<file path="config.mk">
export PLATFORM = sky130hd
export DESIGN_NAME = hid_key_event
export DESIGN_NICKNAME = d
export VERILOG_FILES = /design/src/rtl/hid_kbd_pkg.sv /design/src/rtl/hid2ps2_key.sv /design/src/rtl/hid_key_event.sv
export SDC_FILE = /design/constraint.sdc
export NUM_CORES = 1
export LEC_CHECK = 0
export ABC_AREA = 1
export CORE_ASPECT_RATIO = 0.75
export CORE_MARGIN = 8
export CORE_UTILIZATION = 45
export DETAILED_ROUTE_END_ITERATION = 16
export SYNTH_ARGS = -nofsm -noshare
export SYNTH_HDL_FRONTEND = slang
export SYNTH_SLANG_ARGS = --single-unit
export TNS_END_PERCENT = 10
</file>
<file path="constraint.sdc">
create_clock -name clk -period 4.3 [get_ports clk]
set_clock_uncertainty 0.2 [all_clocks]
set_input_delay 0.43 -clock clk [delete_from_list [all_inputs] [get_ports clk]]
set_output_delay 0.43 -clock clk [all_outputs]
set_load 0.005 [all_outputs]
</file>
<file path="src/rtl/hid_kbd_pkg.sv">
// Shared definitions for the HID boot-keyboard to ps2_key event path:
// report geometry, error usages, ps2_key field positions and FSM states.
package hid_kbd_pkg;

    localparam int unsigned NUM_KEYS = 6;
    localparam logic [7:0]  MOD_BASE = 8'hE0;

    localparam logic [7:0] ERR_ROLLOVER  = 8'h01;
    localparam logic [7:0] ERR_POSTFAIL  = 8'h02;
    localparam logic [7:0] ERR_UNDEFINED = 8'h03;

    localparam int unsigned PS2_TOGGLE  = 10;
    localparam int unsigned PS2_PRESSED = 9;
    localparam int unsigned PS2_EXT     = 8;

    // Scan index ranges: modifiers [0,8), breaks [8,14), makes [14,20).
    localparam logic [4:0] IDX_BRK  = 5'd8;
    localparam logic [4:0] IDX_MAKE = 5'd14;
    localparam logic [4:0] IDX_END  = 5'd20;

    typedef logic [NUM_KEYS-1:0][7:0] keyset_t;

    typedef enum logic [2:0] {
        ST_IDLE,
        ST_SCAN,
        ST_LOOKUP,
        ST_EMIT,
        ST_GAP
    } state_t;

    function automatic logic has_error(input keyset_t k);
        logic e;
        e = 1'b0;
        for (int unsigned i = 0; i < NUM_KEYS; i++) begin
            if (k[i] == ERR_ROLLOVER || k[i] == ERR_POSTFAIL || k[i] == ERR_UNDEFINED)
                e = 1'b1;
        end
        return e;
    endfunction

endpackage

</file>
<file path="src/rtl/hid2ps2_key.sv">
// USB HID usage ID to PS/2 set-2 scancode translator, one registered cycle.
// Result is {extended, scancode}; 0 means the usage has no mapping.
module hid2ps2_key (
    input  logic       clk,
    input  logic [7:0] usb,
    output logic [8:0] ps2
);

    logic [8:0] lut;

    always_comb begin
        lut = '0;
        case (usb)
            8'h04: lut = 9'h01C;  8'h05: lut = 9'h032;  8'h06: lut = 9'h021;
            8'h07: lut = 9'h023;  8'h08: lut = 9'h024;  8'h09: lut = 9'h02B;
            8'h0A: lut = 9'h034;  8'h0B: lut = 9'h033;  8'h0C: lut = 9'h043;
            8'h0D: lut = 9'h03B;  8'h0E: lut = 9'h042;  8'h0F: lut = 9'h04B;
            8'h10: lut = 9'h03A;  8'h11: lut = 9'h031;  8'h12: lut = 9'h044;
            8'h13: lut = 9'h04D;  8'h14: lut = 9'h015;  8'h15: lut = 9'h02D;
            8'h16: lut = 9'h01B;  8'h17: lut = 9'h02C;  8'h18: lut = 9'h03C;
            8'h19: lut = 9'h02A;  8'h1A: lut = 9'h01D;  8'h1B: lut = 9'h022;
            8'h1C: lut = 9'h035;  8'h1D: lut = 9'h01A;
            8'h1E: lut = 9'h016;  8'h1F: lut = 9'h01E;  8'h20: lut = 9'h026;
            8'h21: lut = 9'h025;  8'h22: lut = 9'h02E;  8'h23: lut = 9'h036;
            8'h24: lut = 9'h03D;  8'h25: lut = 9'h03E;  8'h26: lut = 9'h046;
            8'h27: lut = 9'h045;
            8'h28: lut = 9'h05A;  8'h29: lut = 9'h076;  8'h2A: lut = 9'h066;
            8'h2B: lut = 9'h00D;  8'h2C: lut = 9'h029;
            8'h4F: lut = 9'h174;  8'h50: lut = 9'h16B;  8'h51: lut = 9'h172;
            8'h52: lut = 9'h175;
            8'hE0: lut = 9'h014;  8'hE1: lut = 9'h012;  8'hE2: lut = 9'h011;
            8'hE3: lut = 9'h11F;  8'hE4: lut = 9'h114;  8'hE5: lut = 9'h059;
            8'hE6: lut = 9'h111;  8'hE7: lut = 9'h127;
            default: lut = '0;
        endcase
    end

    always_ff @(posedge clk) begin
        ps2 <= lut;
    end

endmodule

</file>
<file path="src/rtl/hid_key_event.sv">
// Diffs successive HID boot-keyboard reports into make/break events and
// strobes each one out as a MiSTer ps2_key word through a shared translator.
module hid_key_event
    import hid_kbd_pkg::*;
#(
    parameter int unsigned EVENT_GAP = 2048
) (
    input  logic        clk,
    input  logic        reset,
    input  logic        report_valid,
    input  logic [7:0]  modifiers,
    input  logic [47:0] keys,
    output logic [10:0] ps2_key,
    output logic        busy,
    output logic        overrun
);

    localparam int unsigned GAP_W = (EVENT_GAP > 1) ? $clog2(EVENT_GAP) : 1;

    state_t           state;
    logic [4:0]       idx;
    logic             lk_phase;
    logic [7:0]       work_mod, prev_mod, pend_mod;
    keyset_t          work_keys, prev_keys, pend_keys;
    logic             pend_valid;
    logic [7:0]       usb;
    logic [8:0]       xlat, xlat_q;
    logic             ev_pressed;
    logic [GAP_W-1:0] gap_cnt;

    keyset_t    new_keys;
    logic       rv_ok;
    logic [2:0] mod_sel, brk_sel, mk_sel;
    logic [7:0] brk_code, mk_code;
    logic       in_new, in_prev, dup;
    logic       ev_hit, ev_make;
    logic [7:0] ev_code;

    assign new_keys = keyset_t'(keys);
    assign rv_ok    = report_valid && !has_error(new_keys);

    hid2ps2_key u_xlat (
        .clk (clk),
        .usb (usb),
        .ps2 (xlat)
    );

    always_comb begin
        mod_sel  = idx[2:0];
        brk_sel  = 3'(idx - IDX_BRK);
        mk_sel   = 3'(idx - IDX_MAKE);
        brk_code = prev_keys[brk_sel];
        mk_code  = work_keys[mk_sel];
        in_new   = 1'b0;
        in_prev  = 1'b0;
        dup      = 1'b0;
        for (int unsigned k = 0; k < NUM_KEYS; k++) begin
            if (work_keys[k] == brk_code) in_new = 1'b1;
            if (prev_keys[k] == mk_code) in_prev = 1'b1;
            if (3'(k) < mk_sel && work_keys[k] == mk_code) dup = 1'b1;
        end
        ev_hit  = 1'b0;
        ev_make = 1'b0;
        ev_code = MOD_BASE | {5'b0, mod_sel};
        if (idx < IDX_BRK) begin
            ev_hit  = work_mod[mod_sel] ^ prev_mod[mod_sel];
            ev_make = work_mod[mod_sel];
        end else if (idx < IDX_MAKE) begin
            ev_hit  = (brk_code != 8'h00) && !in_new;
            ev_code = brk_code;
        end else if (idx < IDX_END) begin
            // Only the first slot holding a given new key may report its make.
            ev_hit  = (mk_code != 8'h00) && !in_prev && !dup;
            ev_code = mk_code;
            ev_make = 1'b1;
        end
    end

    always_ff @(posedge clk) begin
        if (reset) begin
            state      <= ST_IDLE;
            idx        <= '0;
            lk_phase   <= 1'b0;
            work_mod   <= '0;
            prev_mod   <= '0;
            pend_mod   <= '0;
            work_keys  <= '0;
            prev_keys  <= '0;
            pend_keys  <= '0;
            pend_valid <= 1'b0;
            usb        <= '0;
            xlat_q     <= '0;
            ev_pressed <= 1'b0;
            gap_cnt    <= '0;
            busy       <= 1'b0;
            overrun    <= 1'b0;
            ps2_key    <= '0;
        end else begin
            overrun <= 1'b0;
            if (rv_ok && state != ST_IDLE) begin
                pend_mod   <= modifiers;
                pend_keys  <= new_keys;
                pend_valid <= 1'b1;
                overrun    <= pend_valid;
            end
            case (state)
                ST_IDLE: begin
                    if (pend_valid) begin
                        work_mod   <= pend_mod;
                        work_keys  <= pend_keys;
                        pend_valid <= rv_ok;
                        if (rv_ok) begin
                            pend_mod  <= modifiers;
                            pend_keys <= new_keys;
                        end
                        idx   <= '0;
                        busy  <= 1'b1;
                        state <= ST_SCAN;
                    end else if (rv_ok) begin
                        work_mod  <= modifiers;
                        work_keys <= new_keys;
                        idx       <= '0;
                        busy      <= 1'b1;
                        state     <= ST_SCAN;
                    end
                end
                ST_SCAN: begin
                    if (idx == IDX_END) begin
                        prev_mod  <= work_mod;
                        prev_keys <= work_keys;
                        busy      <= pend_valid || rv_ok;
                        state     <= ST_IDLE;
                    end else if (ev_hit) begin
                        usb        <= ev_code;
                        ev_pressed <= ev_make;
                        lk_phase   <= 1'b0;
                        state      <= ST_LOOKUP;
                    end else begin
                        idx <= idx + 5'd1;
                    end
                end
                ST_LOOKUP: begin
                    if (!lk_phase) begin
                        lk_phase <= 1'b1;
                    end else begin
                        xlat_q <= xlat;
                        state  <= ST_EMIT;
                    end
                end
                ST_EMIT: begin
                    if (xlat_q == '0) begin
                        idx   <= idx + 5'd1;
                        state <= ST_SCAN;
                    end else begin
                        ps2_key[PS2_TOGGLE]  <= ~ps2_key[PS2_TOGGLE];
                        ps2_key[PS2_PRESSED] <= ev_pressed;
                        ps2_key[PS2_EXT]     <= xlat_q[8];
                        ps2_key[7:0]         <= xlat_q[7:0];
                        gap_cnt              <= '0;
                        state                <= ST_GAP;
                    end
                end
                ST_GAP: begin
                    if (gap_cnt == GAP_W'(EVENT_GAP - 1)) begin
                        idx   <= idx + 5'd1;
                        state <= ST_SCAN;
                    end else begin
                        gap_cnt <= gap_cnt + 1'b1;
                    end
                end
                default: state <= ST_IDLE;
            endcase
        end
    end

endmodule

</file>
# ---- Word level (Yosys, flattened, before mapping)
# Memory sizes are Yosys's and may differ from the RTL's. A register that Yosys moved wholly into a read port is not among the register bits.
# Index checks and enable logic that the tools add are counted.
dict set report classes {
  n_addsub 4
  n_lt_le_gt_ge 12
  eq_ne 53
  mux 81
  reduce_logical 49
  bitwise 5
}
# cell n
set ops {}
lappend ops {{48-bit two-way mux} 6}
lappend ops {{8-bit equality test} 18}
lappend ops {{8-bit by 2-bit equality test with 1-bit output (second input constant)} 12}
lappend ops {{8-bit two-way mux} 11}
lappend ops {{8-bit binary-select mux with 3-bit select} 2}
lappend ops {{8-bit by 1-bit equality test with 1-bit output (second input constant)} 6}
lappend ops {{1-bit two-way mux} 40}
lappend ops {{5-bit two-way mux} 6}
lappend ops {{11-bit two-way mux} 2}
lappend ops {{11-bit case mux with 2 select lines} 1}
lappend ops {{3-bit two-way mux} 7}
lappend ops {{5-bit case mux with 4 select lines} 1}
lappend ops {{2-bit != test (second input constant)} 9}
lappend ops {{8-bit nonzero test} 2}
lappend ops {{3-bit case mux with 5 select lines} 1}
lappend ops {{1-bit logical OR} 13}
lappend ops {{3-bit by 4-bit < comparator with 1-bit output (second input constant)} 3}
lappend ops {{3-bit AND reduction} 4}
lappend ops {{11-bit by 1-bit adder with 11-bit output (second input constant)} 1}
lappend ops {{11-bit equality test (second input constant)} 1}
lappend ops {{1-bit logical AND} 11}
lappend ops {{5-bit by 4-bit < comparator with 1-bit output (second input constant)} 2}
lappend ops {{9-bit zero test} 1}
lappend ops {{2-bit AND reduction} 4}
lappend ops {{other kinds (24)} 40}
dict set report totals {
  register_bits 229
  rom_bits 2048
  mem_count 1
}
# memory depth width rd rd_ports_with_merged_regs write_ports line
set mem_list {}
lappend mem_list {{(name not given)} 256 8 1 1 0 hid2ps2_key.sv:13} ;# case (usb)

# ---- Longest topological paths before layout
dict set report logic_depth {
  depth_word 19
  depth_mapped 24
}

# ---- By module
# Synthesis repeated with hierarchy kept, for this count alone.
dict set report unflattened {
  cells_unflattened 2150
  area_unflattened_um2 13461.7
}
# mod cells_each seq_area_each_um2 area_per_inst_um2 instances
set modules_own_cells {}
lappend modules_own_cells {hid_key_event 1962 4404.2 12455.7 1}
lappend modules_own_cells {hid2ps2_key 188 160.2 1006.0 1}

# ---- Worst setup path after synthesis
# OpenSTA, ideal clock, no wires.
dict set report synth_path {
  path_type {reg2reg}
  from {register idx[1]}
  to {register idx[2]}
  n_path_buf 5
  required_time_ns 3.985
  setup_time_ns 0.115
  path_stages_with_launch 21
  arrival_time_ns 3.017
  setup_slack_ns 0.968
  cell_sequence {dfxtp_1 -> buf_4 -> inv_2 -> buf_4 -> buf_4 -> ha_1 -> inv_2 -> nand2_1 -> nand2_2 -> buf_6 -> xor2_1 -> nor2_1 -> nand2_1 -> nor2_1 -> nor2_1 -> nand3_1 -> o21ai_2 -> nand3_4 -> buf_4 -> a21oi_1 -> nor2_1}
}
dict set report synth_between {
  elab_chain_cells 18
  word_cells_on_any_way 83
  cone_classes {add/sub: 3; order compare: 9; eq/ne: 21; mux: 34; bitwise: 1; reduce/logical: 15}
}
# element line
set synth_rtl {}
lappend synth_rtl {{start, declared} hid_key_event.sv:21} ;# logic [4:0] idx;
lappend synth_rtl {{start signal, assigned} hid_key_event.sv:139} ;# idx <= idx + 5'd1;
lappend synth_rtl {{start signal, assigned} hid_key_event.sv:152} ;# idx <= idx + 5'd1;
lappend synth_rtl {{start signal, assigned} hid_key_event.sv:165} ;# idx <= idx + 5'd1;
lappend synth_rtl {{3-bit subtractor} hid_key_event.sv:51} ;# mk_sel = 3'(idx - IDX_MAKE);
lappend synth_rtl {{8-bit binary-select mux with 3-bit select} hid_key_event.sv:53} ;# mk_code = work_keys[mk_sel];
lappend synth_rtl {{8-bit two-way mux (not written as such)} hid_key_event.sv:53}
lappend synth_rtl {{8-bit equality test, on equally long branches} {hid_key_event.sv:59, hid_key_event.sv:60}}
lappend synth_rtl {{1-bit two-way mux / 1-bit logical AND (equally long branches)} {hid_key_event.sv:59, hid_key_event.sv:60}}
lappend synth_rtl {{1-bit two-way mux, on equally long branches (5 in a row)} {hid_key_event.sv:59, hid_key_event.sv:60}}
lappend synth_rtl {{1-bit zero test / 1-bit two-way mux (equally long branches)} {hid_key_event.sv:73, hid_key_event.sv:60}}
lappend synth_rtl {{1-bit logical AND / 1-bit zero test (equally long branches)} hid_key_event.sv:73} ;# ev_hit = (mk_code != 8'h00) && !in_prev && !dup;
lappend synth_rtl {{1-bit logical AND} hid_key_event.sv:73}
lappend synth_rtl {{1-bit two-way mux} hid_key_event.sv:71} ;# end else if (idx < IDX_END) begin
lappend synth_rtl {{1-bit two-way mux} hid_key_event.sv:68} ;# end else if (idx < IDX_MAKE) begin
lappend synth_rtl {{1-bit two-way mux} hid_key_event.sv:65} ;# if (idx < IDX_BRK) begin
lappend synth_rtl {{2-bit != test (no source line)} n/a}
lappend synth_rtl {{6-bit AND reduction (no source line)} n/a}
# Parallel ways exist; a longest one is shown, timed or not. The select of a mux whose other input is x is not followed.
# A chain may end at the register's enable or synchronous reset.

# ---- Worst setup path after layout
dict set report layout_path {
  from {register idx[1]}
  to {register usb[2]}
}
dict set report layout_between {
  elab_chain_cells 17
  word_cells_on_any_way 79
  cone_classes {add/sub: 2; order compare: 9; eq/ne: 19; mux: 32; bitwise: 2; reduce/logical: 15}
}
# element line
set layout_rtl {}
lappend layout_rtl {{3-bit subtractor} hid_key_event.sv:51}
lappend layout_rtl {{8-bit binary-select mux with 3-bit select} hid_key_event.sv:53}
lappend layout_rtl {{8-bit two-way mux (not written as such)} hid_key_event.sv:53}
lappend layout_rtl {{8-bit equality test, on equally long branches} {hid_key_event.sv:59, hid_key_event.sv:60}}
lappend layout_rtl {{1-bit two-way mux / 1-bit logical AND (equally long branches)} {hid_key_event.sv:59, hid_key_event.sv:60}}
lappend layout_rtl {{1-bit two-way mux, on equally long branches (5 in a row)} {hid_key_event.sv:59, hid_key_event.sv:60}}
lappend layout_rtl {{1-bit zero test / 1-bit two-way mux (equally long branches)} {hid_key_event.sv:73, hid_key_event.sv:60}}
lappend layout_rtl {{1-bit logical AND / 1-bit zero test (equally long branches)} hid_key_event.sv:73}
lappend layout_rtl {{1-bit logical AND} hid_key_event.sv:73}
lappend layout_rtl {{1-bit two-way mux} hid_key_event.sv:71}
lappend layout_rtl {{1-bit two-way mux} hid_key_event.sv:68}
lappend layout_rtl {{1-bit two-way mux} hid_key_event.sv:65}
lappend layout_rtl {{3-bit AND reduction (no source line)} n/a}
lappend layout_rtl {{end signal, assigned} hid_key_event.sv:134} ;# usb <= ev_code;
lappend layout_rtl {{end, declared} hid_key_event.sv:26} ;# logic [7:0] usb;
# Parallel ways exist; a longest one is shown, timed or not. The select of a mux whose other input is x is not followed.

==> impl_metrics.yaml <==
yosys:
  synth_common_cells: "nand2_1 (544), o21ai_0 (273), dfxtp_1 (226)"
  yosys.cell_types.count: 51
  netlist_instances: 2096
  syn-num-nets: 2167
  yosys_warnings: 0
  yosys.area.top_type_share: 0.340
  ys_async_sr_fraction: 0
  ys_top_cells_by_area: "dfxtp_1 (34%), nand2_1 (15%), o21ai_0 (10%), a21oi_1 (7.4%), inv_1 (5.5%)"
  post-synth-top-count-cell: "nand2_1"
  seq_area_frac_synth: 0.340
  synth-main-ff-cell: "dfxtp_1"
  synth-seq-cells: 226
  synth_edf_count: 0
  syn_avg_cell_area_um2: 6.34
  synth_area_leader_cell: "dfxtp_1"
  syn-cell-area_um2: 13300
pwr:
  power_density_nw_per_um2: 747
  clkPwrFrac: 0.208
  p_leak_nw: 6.70
  comb_power_share: 0.529
  switchingPower_mw: 5.52
  switching_share: 0.487
  seqPwrFrac: 0.262
  p_int_mw: 5.83
  ir_drop_v: 0.000357
drt:
  drc_errors: 0
  wl_per_cell_um: 18.6
  wirelength_um: 47100
  dr.first_iter.drc_count: 1479
  dr.pass1.iters: 6
  postRouteAntennaNets: 0
  via_per_inst: 5.54
  num_vias: 14100
sta:
  setup_viol: 0
  fmax_mhz: 278
  hold_ws_ps: 243
  relSlewSlack: 0.356
  rsz0062_at_grt: "false"
  period_needed_ps: 3600
  setup_ws_ps: 704
  tns_ps: 0
  finalHoldViolations: 0
  min_period_over_period: 0.836
  worst_slew_pin_slew_ps: 962
  drv_slew: 0
setup_path:
  cp.arrival_ps: 3830
  r2r_slack_ps: 700
  crit_path_max_incr_delay_ps: 350
  critical-path-slowest-cell: "dfxtp_1"
  cp.required_ps: 4540
  cp-start-kind: "flip-flop"
  crit_path_max_fanout: 27
  end_kind: "flip-flop"
  path_cells: "inv_2, ha_1, nand2_2, a21oi_1, o21ai_2, nand2_4, inv_1, nand2_1, nand2_1, nor2_1, nand2_1, nor2_1, nor2_1, nand3_1, o21ai_2, nand3_4, inv_1, nand2_1, nand2_1, nor2_1"
  setup.worst_path.class: "flip-flop to flip-flop"
  crit_path_frequent_cell: "nand2_1"
floorplan:
  core_um2: 29100
  std_cell_rows: 54
  dieArea_um2: 35400
  io_pins: 72
  chipWidth_um: 214
  initial_core_util: 0.458
  die_h_um: 165
final_layout:
  area_growth_pct: 14.2
  fillers: 2972
  drive_above_1_share: 0.0681
  nets: 2196
  diodes: 0
clock_tree:
  post_cts_buffers: 0
  ctsHtreeMaxLevel: 1
  clockBufferDepth: 3
  clk_latency_ps: 550
  cts_tree: "built"
  cts_buffers: 25
  path_clk_slew_ps: 60
  cts_root_buffer: "clkbuf_16"
  cts_resized: 0
  holdBufCountCts: 0
  tritoncts_num_sinks: 226
grt:
  gr-total-overflow: 0
  grt_pass1_wl_um: 73300
  grt_pass1_vias: 12700
  grt_max_degree: 89
  antenna_found_initial: 0
  track_usage: 0.259
placement:
  dp_hpwl_um: 34800
  place_congestion: 0.993
  port_buffers: 70
  dpl_worst_slack_ps: 385
min_path:
  hp-class: "flip-flop to flip-flop"
run:
  cap_violations: 0
status:
  outcome: "complete, no violations"
[stage by stage]
stage / utilization / power, mW / std cells / instance area (µm²)
CTS: 0.523 / 11.2 / 2535 / 15200
detailed placement: 0.492 / 8.80 / 2490 / 14300
global route: 0.523 / 12.1 / 2535 / 15200
floorplan: - / 7.00 / 2096 / 13300
finish: 0.523 / 11.3 / 2535 / 15200
global placement: 0.492 / 8.80 / 2490 / 14300
[layout by cell type (no fill, tap or decap), types with 7 or more instances in the layout]
cell type / synthesis / final
a21oi_1: 196 / 196
a31oi_1: 9 / 9
buf_4: 8 / 36
clkbuf_16: 0 / 25
clkdlybuf4s50_1: 0 / 70
dfxtp_1: 226 / 224
ha_1: 12 / 12
inv_1: 196 / 194
inv_2: 7 / 9
nand2_1: 544 / 544
nand2_2: 18 / 18
nand2_4: 9 / 9
nand3_1: 147 / 147
nand3b_1: 13 / 13
nand4_1: 13 / 13
nor2_1: 196 / 195
nor3_1: 10 / 10
nor4_1: 10 / 10
o211ai_1: 13 / 13
o211ai_2: 7 / 7
o21ai_0: 273 / 273
o21ai_1: 9 / 8
o21ai_2: 7 / 8
o22ai_1: 8 / 8
xor2_1: 25 / 25
[routing by layer]
metal  global-route usage  vias to the layer above  routed length, µm
met3               0.0791                       78               5280
li1                     -                     6930                  -
met5                    0                        -                  0
met4               0.0575                        0               1040
met1                0.391                     6369              23300
met2                0.348                      676              17500
[cell type report]
type	instances	area [µm²]	share of cell area
Multi-Input combinational cell	1552	7420	0.489
Sequential cell	226	4530	0.298
Timing Repair Buffer	111	1070	0.0705
Inverter	209	790	0.0520
Clock buffer	34	699	0.0461
Tap cell	392	490	0.0323
Clock inverter	11	186	0.0123
[cell families after synthesis]
group,synth area share
AO/OA/AOI/OAI,0.222
XOR/XNOR,0.0165
other,0.000282
buffers and inverters,0.102
AND/OR/NAND/NOR,0.307
flip-flops,0.340
adder cells (fa/ha/maj),0.0113
[power groups by stage]
stage	clock network (mW)	logic (mW)	registers, mW
3_3_place_gp	0	5.81	2.99
3_5_place_dp	0	5.81	3.00
5_1_grt	2.47	6.61	3.03
4_1_cts	2.39	5.84	2.95
6_report	2.37	6.01	2.97
2_1_floorplan	0	4.17	2.83
[worst paths after layout]
| path | startpoint | to | depth (start not counted) |
|---|---|---|---|
| max | idx[1]$_SDFFE_PP0P_ | usb[2]$_SDFFE_PP0P_ | 20 |
| min | pend_keys[31]$_SDFF_PP0_ | pend_keys[31]$_SDFF_PP0_ | 2 |
| max reg2reg | idx[1]$_SDFFE_PP0P_ | usb[2]$_SDFFE_PP0P_ | 20 |
| min reg2reg | pend_keys[31]$_SDFF_PP0_ | pend_keys[31]$_SDFF_PP0_ | 2 |
[worst max-delay path, delay by kind of cell, from the launching register on]
kind / cells / cell delay, ps
adders and majority gates: 1 / 330
DFF: 1 / 350
and+or+nand+nor: 13 / 1610
buffers and inverters: 3 / 440
AOI/OAI and AO/OA: 3 / 530
[registers in the layout, indices dropped and copies added (netlist names)]
signal      cells
work_mod        8
ev_pressed      1
gap_cnt        11
work_keys      48
idx             5
u_xlat.ps2      8
usb             8
lk_phase        1
pend_mod        8
xlat_q          8
overrun         1
pend_valid      1
ps2_key        10
prev_mod        8
busy            1
prev_keys      48
pend_keys      48
state           3
(Power assumes the default switching activity.)
